$ cat config.mk
export PLATFORM = sky130hd
export DESIGN_NAME = seg7_scan_driver_flat
export DESIGN_NICKNAME = d
export VERILOG_FILES = /design/src/rtl/seg7_scan_driver_if.sv /design/src/rtl/seg7_scan_driver.sv /design/src/flat_wrapper.sv
export SDC_FILE = /design/constraint.sdc
export NUM_CORES = 1
export LEC_CHECK = 0
export CAP_MARGIN = 20
export CORE_UTILIZATION = 35
export DETAILED_ROUTE_END_ITERATION = 10
export SETUP_SLACK_MARGIN = 0.15
export SLEW_MARGIN = 20
export SYNTH_ARGS = -nofsm -noshare
export SYNTH_HDL_FRONTEND = slang
export SYNTH_SLANG_ARGS = --single-unit
$ cat constraint.sdc
create_clock -name clk -period 2.51 [get_ports clk]
set_clock_uncertainty 0.05 [all_clocks]
set_input_delay 0.753 -clock clk [delete_from_list [all_inputs] [get_ports clk]]
set_output_delay 0.753 -clock clk [all_outputs]
set_load 0.02 [all_outputs]
$ cat src/rtl/seg7_scan_driver_if.sv
// Display-side signal bundle for the 4-digit multiplexed 7-segment scan driver.
// The master drives digit data and controls; the slave (the driver) returns the pin-level outputs.
interface seg7_scan_driver_if;
  logic        enable;
  logic [15:0] bcd_in;
  logic [3:0]  dp_mask;
  logic        blank_lz;
  logic [6:0]  seg_n;
  logic        dp_n;
  logic [3:0]  an_n;
  logic        frame_done;

  modport master (
    output enable, bcd_in, dp_mask, blank_lz,
    input  seg_n, dp_n, an_n, frame_done
  );

  modport slave (
    input  enable, bcd_in, dp_mask, blank_lz,
    output seg_n, dp_n, an_n, frame_done
  );
endinterface

$ cat src/rtl/seg7_scan_driver.sv
// Time-multiplexed driver for a 4-digit common-anode 7-segment display showing SS:ss BCD.
// Each digit slot starts with an anodes-off guard interval to avoid ghosting between digits.
module seg7_scan_driver #(
  parameter int DIGIT_TICK   = 100_000,
  parameter int GUARD_CYCLES = 4
) (
  input logic               clk,
  input logic               resetn,
  seg7_scan_driver_if.slave disp
);

  localparam int CW = $clog2(DIGIT_TICK);

  logic [1:0]    sync_ff;
  logic          rst_ok;
  logic [CW-1:0] cnt;
  logic [1:0]    idx;
  logic [15:0]   sh_bcd;
  logic [3:0]    sh_dp;
  logic          started;

  logic          run;
  logic          tc;
  logic          frame_end;
  logic          load;
  logic [15:0]   cur_bcd;
  logic [3:0]    cur_dp;
  logic [3:0]    digit;

  logic [3:0]    an_d;
  logic [6:0]    seg_d;
  logic          dp_d;

  logic [3:0]    an_q;
  logic [6:0]    seg_q;
  logic          dp_q;
  logic          fd_q;

  function automatic logic [6:0] seg_decode(input logic [3:0] d);
    logic [6:0] s;
    case (d)
      4'd0:    s = 7'h40;
      4'd1:    s = 7'h79;
      4'd2:    s = 7'h24;
      4'd3:    s = 7'h30;
      4'd4:    s = 7'h19;
      4'd5:    s = 7'h12;
      4'd6:    s = 7'h02;
      4'd7:    s = 7'h78;
      4'd8:    s = 7'h00;
      4'd9:    s = 7'h10;
      default: s = 7'h3F;
    endcase
    return s;
  endfunction

  // Reset asserts immediately but is released only after two clean clock edges.
  always_ff @(posedge clk or negedge resetn) begin
    if (!resetn) sync_ff <= 2'b00;
    else         sync_ff <= {sync_ff[0], 1'b1};
  end

  assign rst_ok    = sync_ff[1];
  assign run       = disp.enable && rst_ok;
  assign tc        = (cnt == CW'(DIGIT_TICK - 1));
  assign frame_end = tc && (idx == 2'd3);
  assign load      = !started || frame_end;

  // Until the first load after (re)enable the shadows are stale, so bypass them.
  assign cur_bcd = started ? sh_bcd : disp.bcd_in;
  assign cur_dp  = started ? sh_dp  : disp.dp_mask;

  always_comb begin
    digit = cur_bcd[3:0];
    case (idx)
      2'd0:    digit = cur_bcd[3:0];
      2'd1:    digit = cur_bcd[7:4];
      2'd2:    digit = cur_bcd[11:8];
      default: digit = cur_bcd[15:12];
    endcase
  end

  always_ff @(posedge clk or negedge resetn) begin
    if (!resetn) begin
      cnt     <= '0;
      idx     <= 2'd0;
      sh_bcd  <= 16'h0000;
      sh_dp   <= 4'h0;
      started <= 1'b0;
    end else if (!run) begin
      cnt     <= '0;
      idx     <= 2'd0;
      started <= 1'b0;
    end else begin
      cnt     <= tc ? '0 : cnt + CW'(1);
      if (tc) idx <= idx + 2'd1;
      if (load) begin
        sh_bcd <= disp.bcd_in;
        sh_dp  <= disp.dp_mask;
      end
      started <= 1'b1;
    end
  end

  always_comb begin
    an_d  = 4'hF;
    seg_d = 7'h7F;
    dp_d  = 1'b1;
    if (run && (cnt >= CW'(GUARD_CYCLES))) begin
      an_d = ~(4'b0001 << idx);
      if (disp.blank_lz && (idx == 2'd3) && (digit == 4'd0)) begin
        seg_d = 7'h7F;
        dp_d  = 1'b1;
      end else begin
        seg_d = seg_decode(digit);
        dp_d  = ~cur_dp[idx];
      end
    end
  end

  always_ff @(posedge clk or negedge resetn) begin
    if (!resetn) begin
      an_q  <= 4'hF;
      seg_q <= 7'h7F;
      dp_q  <= 1'b1;
      fd_q  <= 1'b0;
    end else begin
      an_q  <= an_d;
      seg_q <= seg_d;
      dp_q  <= dp_d;
      fd_q  <= run && frame_end;
    end
  end

  assign disp.an_n       = an_q;
  assign disp.seg_n      = seg_q;
  assign disp.dp_n       = dp_q;
  assign disp.frame_done = fd_q;

endmodule

$ cat src/flat_wrapper.sv
// flat-port wrapper written by rule: the top's interface ports become plain ports
module seg7_scan_driver_flat 
#(
  parameter int DIGIT_TICK   = 100_000,
  parameter int GUARD_CYCLES = 4
)
  (clk, resetn, disp_enable, disp_bcd_in, disp_dp_mask, disp_blank_lz, disp_seg_n, disp_dp_n, disp_an_n, disp_frame_done);
  seg7_scan_driver_if disp_i ();
  input logic clk;
  input logic resetn;
  input wire logic [$bits(disp_i.enable)-1:0] disp_enable;
  input wire logic [$bits(disp_i.bcd_in)-1:0] disp_bcd_in;
  input wire logic [$bits(disp_i.dp_mask)-1:0] disp_dp_mask;
  input wire logic [$bits(disp_i.blank_lz)-1:0] disp_blank_lz;
  output wire logic [$bits(disp_i.seg_n)-1:0] disp_seg_n;
  output wire logic [$bits(disp_i.dp_n)-1:0] disp_dp_n;
  output wire logic [$bits(disp_i.an_n)-1:0] disp_an_n;
  output wire logic [$bits(disp_i.frame_done)-1:0] disp_frame_done;
  assign disp_i.enable = disp_enable;
  assign disp_i.bcd_in = disp_bcd_in;
  assign disp_i.dp_mask = disp_dp_mask;
  assign disp_i.blank_lz = disp_blank_lz;
  assign disp_seg_n = disp_i.seg_n;
  assign disp_dp_n = disp_i.dp_n;
  assign disp_an_n = disp_i.an_n;
  assign disp_frame_done = disp_i.frame_done;
  seg7_scan_driver #(.DIGIT_TICK(DIGIT_TICK), .GUARD_CYCLES(GUARD_CYCLES)) u_core (.clk(clk), .resetn(resetn), .disp(disp_i));
endmodule
==> flow_metrics.env <==
export IMPL_synth_top_area_cell="dfrtp_1"
export IMPL_syn2layout_area_growth_pct=38.5
export IMPL_p_clk_frac=0.351
export IMPL_ir_drop_mv=0.219
export IMPL_dp_hpwl_um=4080
export IMPL_gp_congestion=0.786
export IMPL_end_kind="register"
export IMPL_syn_inst=247
export IMPL_io_pins=37
export IMPL_rows=31
export IMPL_synth_top_area_share=0.392
export IMPL_min_path_type="reg2reg"
export IMPL_synth_ff_type="dfrtp_1"
export IMPL_num_antenna_cells=0
export IMPL_synthDistinctLibCells=38
export IMPL_grt_total_usage=0.152
export IMPL_die_area_um2=8190
export IMPL_path_max_fanout=10
export IMPL_die_w_um=90.5
export IMPL_fmax_mhz=433
export IMPL_syn_area_um2=2740
export IMPL_core_area_um2=7410
export IMPL_rsz0062_at_grt="yes"
export IMPL_htreeDepth=2
export IMPL_finalMaxSlewViolations=0
export IMPL_io_buffers=36
export IMPL_ys_async_sr_fraction=1.00
export IMPL_nNetsFinal=350
export IMPL_drc=0
export IMPL_initial_core_util=0.370
export IMPL_cts_made_buffers=5
export IMPL_crit_arrival_ns=2.45
export IMPL_syn_area_per_cell_um2=11.1
export IMPL_ant_nets=0
export IMPL_ys_ff_latch=55
export IMPL_switching_share=0.224
export IMPL_design_area_um2=3800
export IMPL_num_vias=2036
export IMPL_synth_nets=281
export IMPL_post_dp_cell_area_um2=3360
export IMPL_max_cap_violations=0
export IMPL_ys_top_cells_by_count="dfrtp_1 (43), nand2_1 (25), nor2_1 (24)"
export IMPL_share_comb_of_total_power=0.141
export IMPL_yosysWarnings=0
export IMPL_routed_wl_um=5910
export IMPL_first_pass_iters=4
export IMPL_drt_iter0_drc=80
export IMPL_grt_pass1_vias=2093
export IMPL_seq_power_share=0.509
export IMPL_yosysMostFrequentCell="dfrtp_1"
export IMPL_power_density_nw_per_um2=509
export IMPL_synth_edf_count=0
export IMPL_status="complete, no violations"
export IMPL_p_leak_nw=1.64
export IMPL_cts_path_max_buffers=2
export IMPL_viasPerCell=4.89
export IMPL_fin_crit_ns=2.31
export IMPL_clkSlewWorstSetupHoldPaths_ns=0.09
export IMPL_p_int_mw=1.50
export IMPL_grt_max_degree=28
export IMPL_tns_ns=0
export IMPL_clockRootBuffer="clkbuf_8"
export IMPL_wl_per_cell_um=14.2
export IMPL_seq_area_frac_synth=0.507
export IMPL_period_share=0.920
export IMPL_grt_pass1_wl_um=9940
export IMPL_report_final_setup_viol=0
export IMPL_netSwitchingPower_uw=433
export IMPL_cts_sinks=55
export IMPL_path_class="reg2reg"
export IMPL_cp_required_ns=2.65
export IMPL_synthTopCellsByArea="dfrtp_1 (39%), dfstp_2 (11%), mux2_4 (5.5%)"
export IMPL_grt_ovfl_total=0
export IMPL_hold_violations=0
export IMPL_antenna_found_initial=0
export IMPL_die_h_um=90.5
export IMPL_drive_above_1_share=0.312
export IMPL_cts_tree="done"
export IMPL_insertion_delay_ns=0.31
export IMPL_start_kind="register"
[cell families after synthesis]
| kind of cell | after synthesis | share of synthesized area |
|---|---|---|
| compound gates | 26 | 0.0707 |
| xor+xnor | 16 | 0.0511 |
| fa+ha+maj | 10 | 0.0456 |
| buf+inv | 21 | 0.0351 |
| flops | 55 | 0.507 |
| mux | 27 | 0.130 |
| other cells | 1 | 0.00137 |
| simple gates | 91 | 0.158 |
[per-stage QoR]
step | hold slack [ns] | instances | total power, mW | setup slack [ns] | utilization
floorplan | 0.281 | 247 | 1.13 | 0.152 | -
global placement | 0.281 | 394 | 1.24 | -0.197 | 0.453
detailed placement | 0.299 | 394 | 1.24 | -0.234 | 0.453
CTS | 0.321 | 404 | 1.94 | 0.119 | 0.479
global route | 0.324 | 416 | 2.03 | 0.107 | 0.513
finish | 0.314 | 416 | 1.93 | 0.200 | 0.513
[layout by cell type (no fill, tap or decap), types with 2 or more instances in the layout]
cell type        instances
dfrtp_2                  2
ha_1                     4
dfrtp_1                 41
dlymetal6s2s_1           5
a22oi_1                  4
ha_4                     5
o211ai_1                 2
nor3_1                   5
nor4_1                   2
inv_1                    8
dfstp_2                 12
xor2_1                   9
nor2_1                  23
mux2_1                  10
a211oi_1                 2
mux4_2                   2
clkdlybuf4s50_1         30
mux2i_1                  5
o21ai_0                  3
nand3_2                  3
buf_6                    4
clkbuf_8                 5
nand4_1                  4
xnor2_1                  7
and3_1                   8
o221ai_1                 2
a22oi_2                  4
nand2_1                 25
mux2_4                  10
nand3_1                 12
a32oi_1                  2
buf_4                   28
buf_12                   2
inv_2                    3
bufinv_16                2
[state kept, by name, indices dropped and copies added, names as in the netlist]
name / count
u_core.cnt: 17
u_core.sh_bcd: 16
u_core.disp.seg_n: 7
u_core.disp.an_n: 4
u_core.sh_dp: 4
u_core.idx: 2
u_core.sync_ff: 2
u_core.disp.dp_n: 1
u_core.disp.frame_done: 1
u_core.started: 1
[per-layer routing]
| metal | track usage | routed length (µm) | up-vias |
|---|---|---|---|
| met1 | 0.197 | 2720 | 994 |
| li1 | - | - | 995 |
| met4 | 0.0484 | 89 | 0 |
| met2 | 0.249 | 2880 | 38 |
| met3 | 0.0370 | 214 | 9 |
| met5 | 0 | 0 | - |
[final timing paths]
| kind | from | end | slack [ns] | cells past startpoint |
|---|---|---|---|---|
| setup / recovery | u_core.cnt[0]$_DFF_PN0_ | u_core.sh_dp[1]$_DFFE_PN0P_ | 0.20 | 7 |
| hold / removal | u_core.sync_ff[0]$_DFF_PN0_ | u_core.sync_ff[1]$_DFF_PN0_ | 0.31 | 0 |
| setup reg to reg | u_core.cnt[0]$_DFF_PN0_ | u_core.sh_dp[1]$_DFFE_PN0P_ | 0.20 | 7 |
| hold reg to reg | u_core.sync_ff[0]$_DFF_PN0_ | u_core.sync_ff[1]$_DFF_PN0_ | 0.31 | 0 |
| max in group asynchronous | resetn | u_core.disp.an_n[3]$_DFF_PN1_ | 1.53 | 2 |
| min in group asynchronous | resetn | u_core.sh_bcd[1]$_DFFE_PN0P_ | 0.32 | 1 |
[power groups by stage]
stage / registers [mW] / clock network, mW / logic (mW)
final: 0.983 / 0.678 / 0.272
after global routing: 0.990 / 0.738 / 0.299
after CTS: 0.979 / 0.705 / 0.259
after detailed placement: 0.996 / 0 / 0.248
after global placement: 0.993 / 0 / 0.247
after floorplan: 0.987 / 0 / 0.146
[worst max-delay path, stage by stage (launching register included)]
cell     delay (ns)
dfrtp_1        0.41
ha_4           0.16
and4_4         0.24
nand2_1        0.07
or4_4          0.51
a21oi_4        0.26
buf_12         0.18
mux2_1         0.32
[repair_timing]
action                     in CTS  in global routing
setup endpoints to repair      20                 28
pin swaps                       1                 13
hold endpoints to repair        0                  0
setup buffers                   1                 11
cloned                          1                  1
hold buffers                    0                  0
gates resized for setup         9                 37
[final cells by class]
class | instances | area (µm²)
fill | 655 | 3610
multi-input combinational | 171 | 1410
sequential | 55 | 1390
timing repair buffer | 71 | 688
tap | 99 | 124
clock buffer | 6 | 72.6
clock inverter | 2 | 60.1
inverter | 12 | 47.5
(Power assumes the default switching activity.)
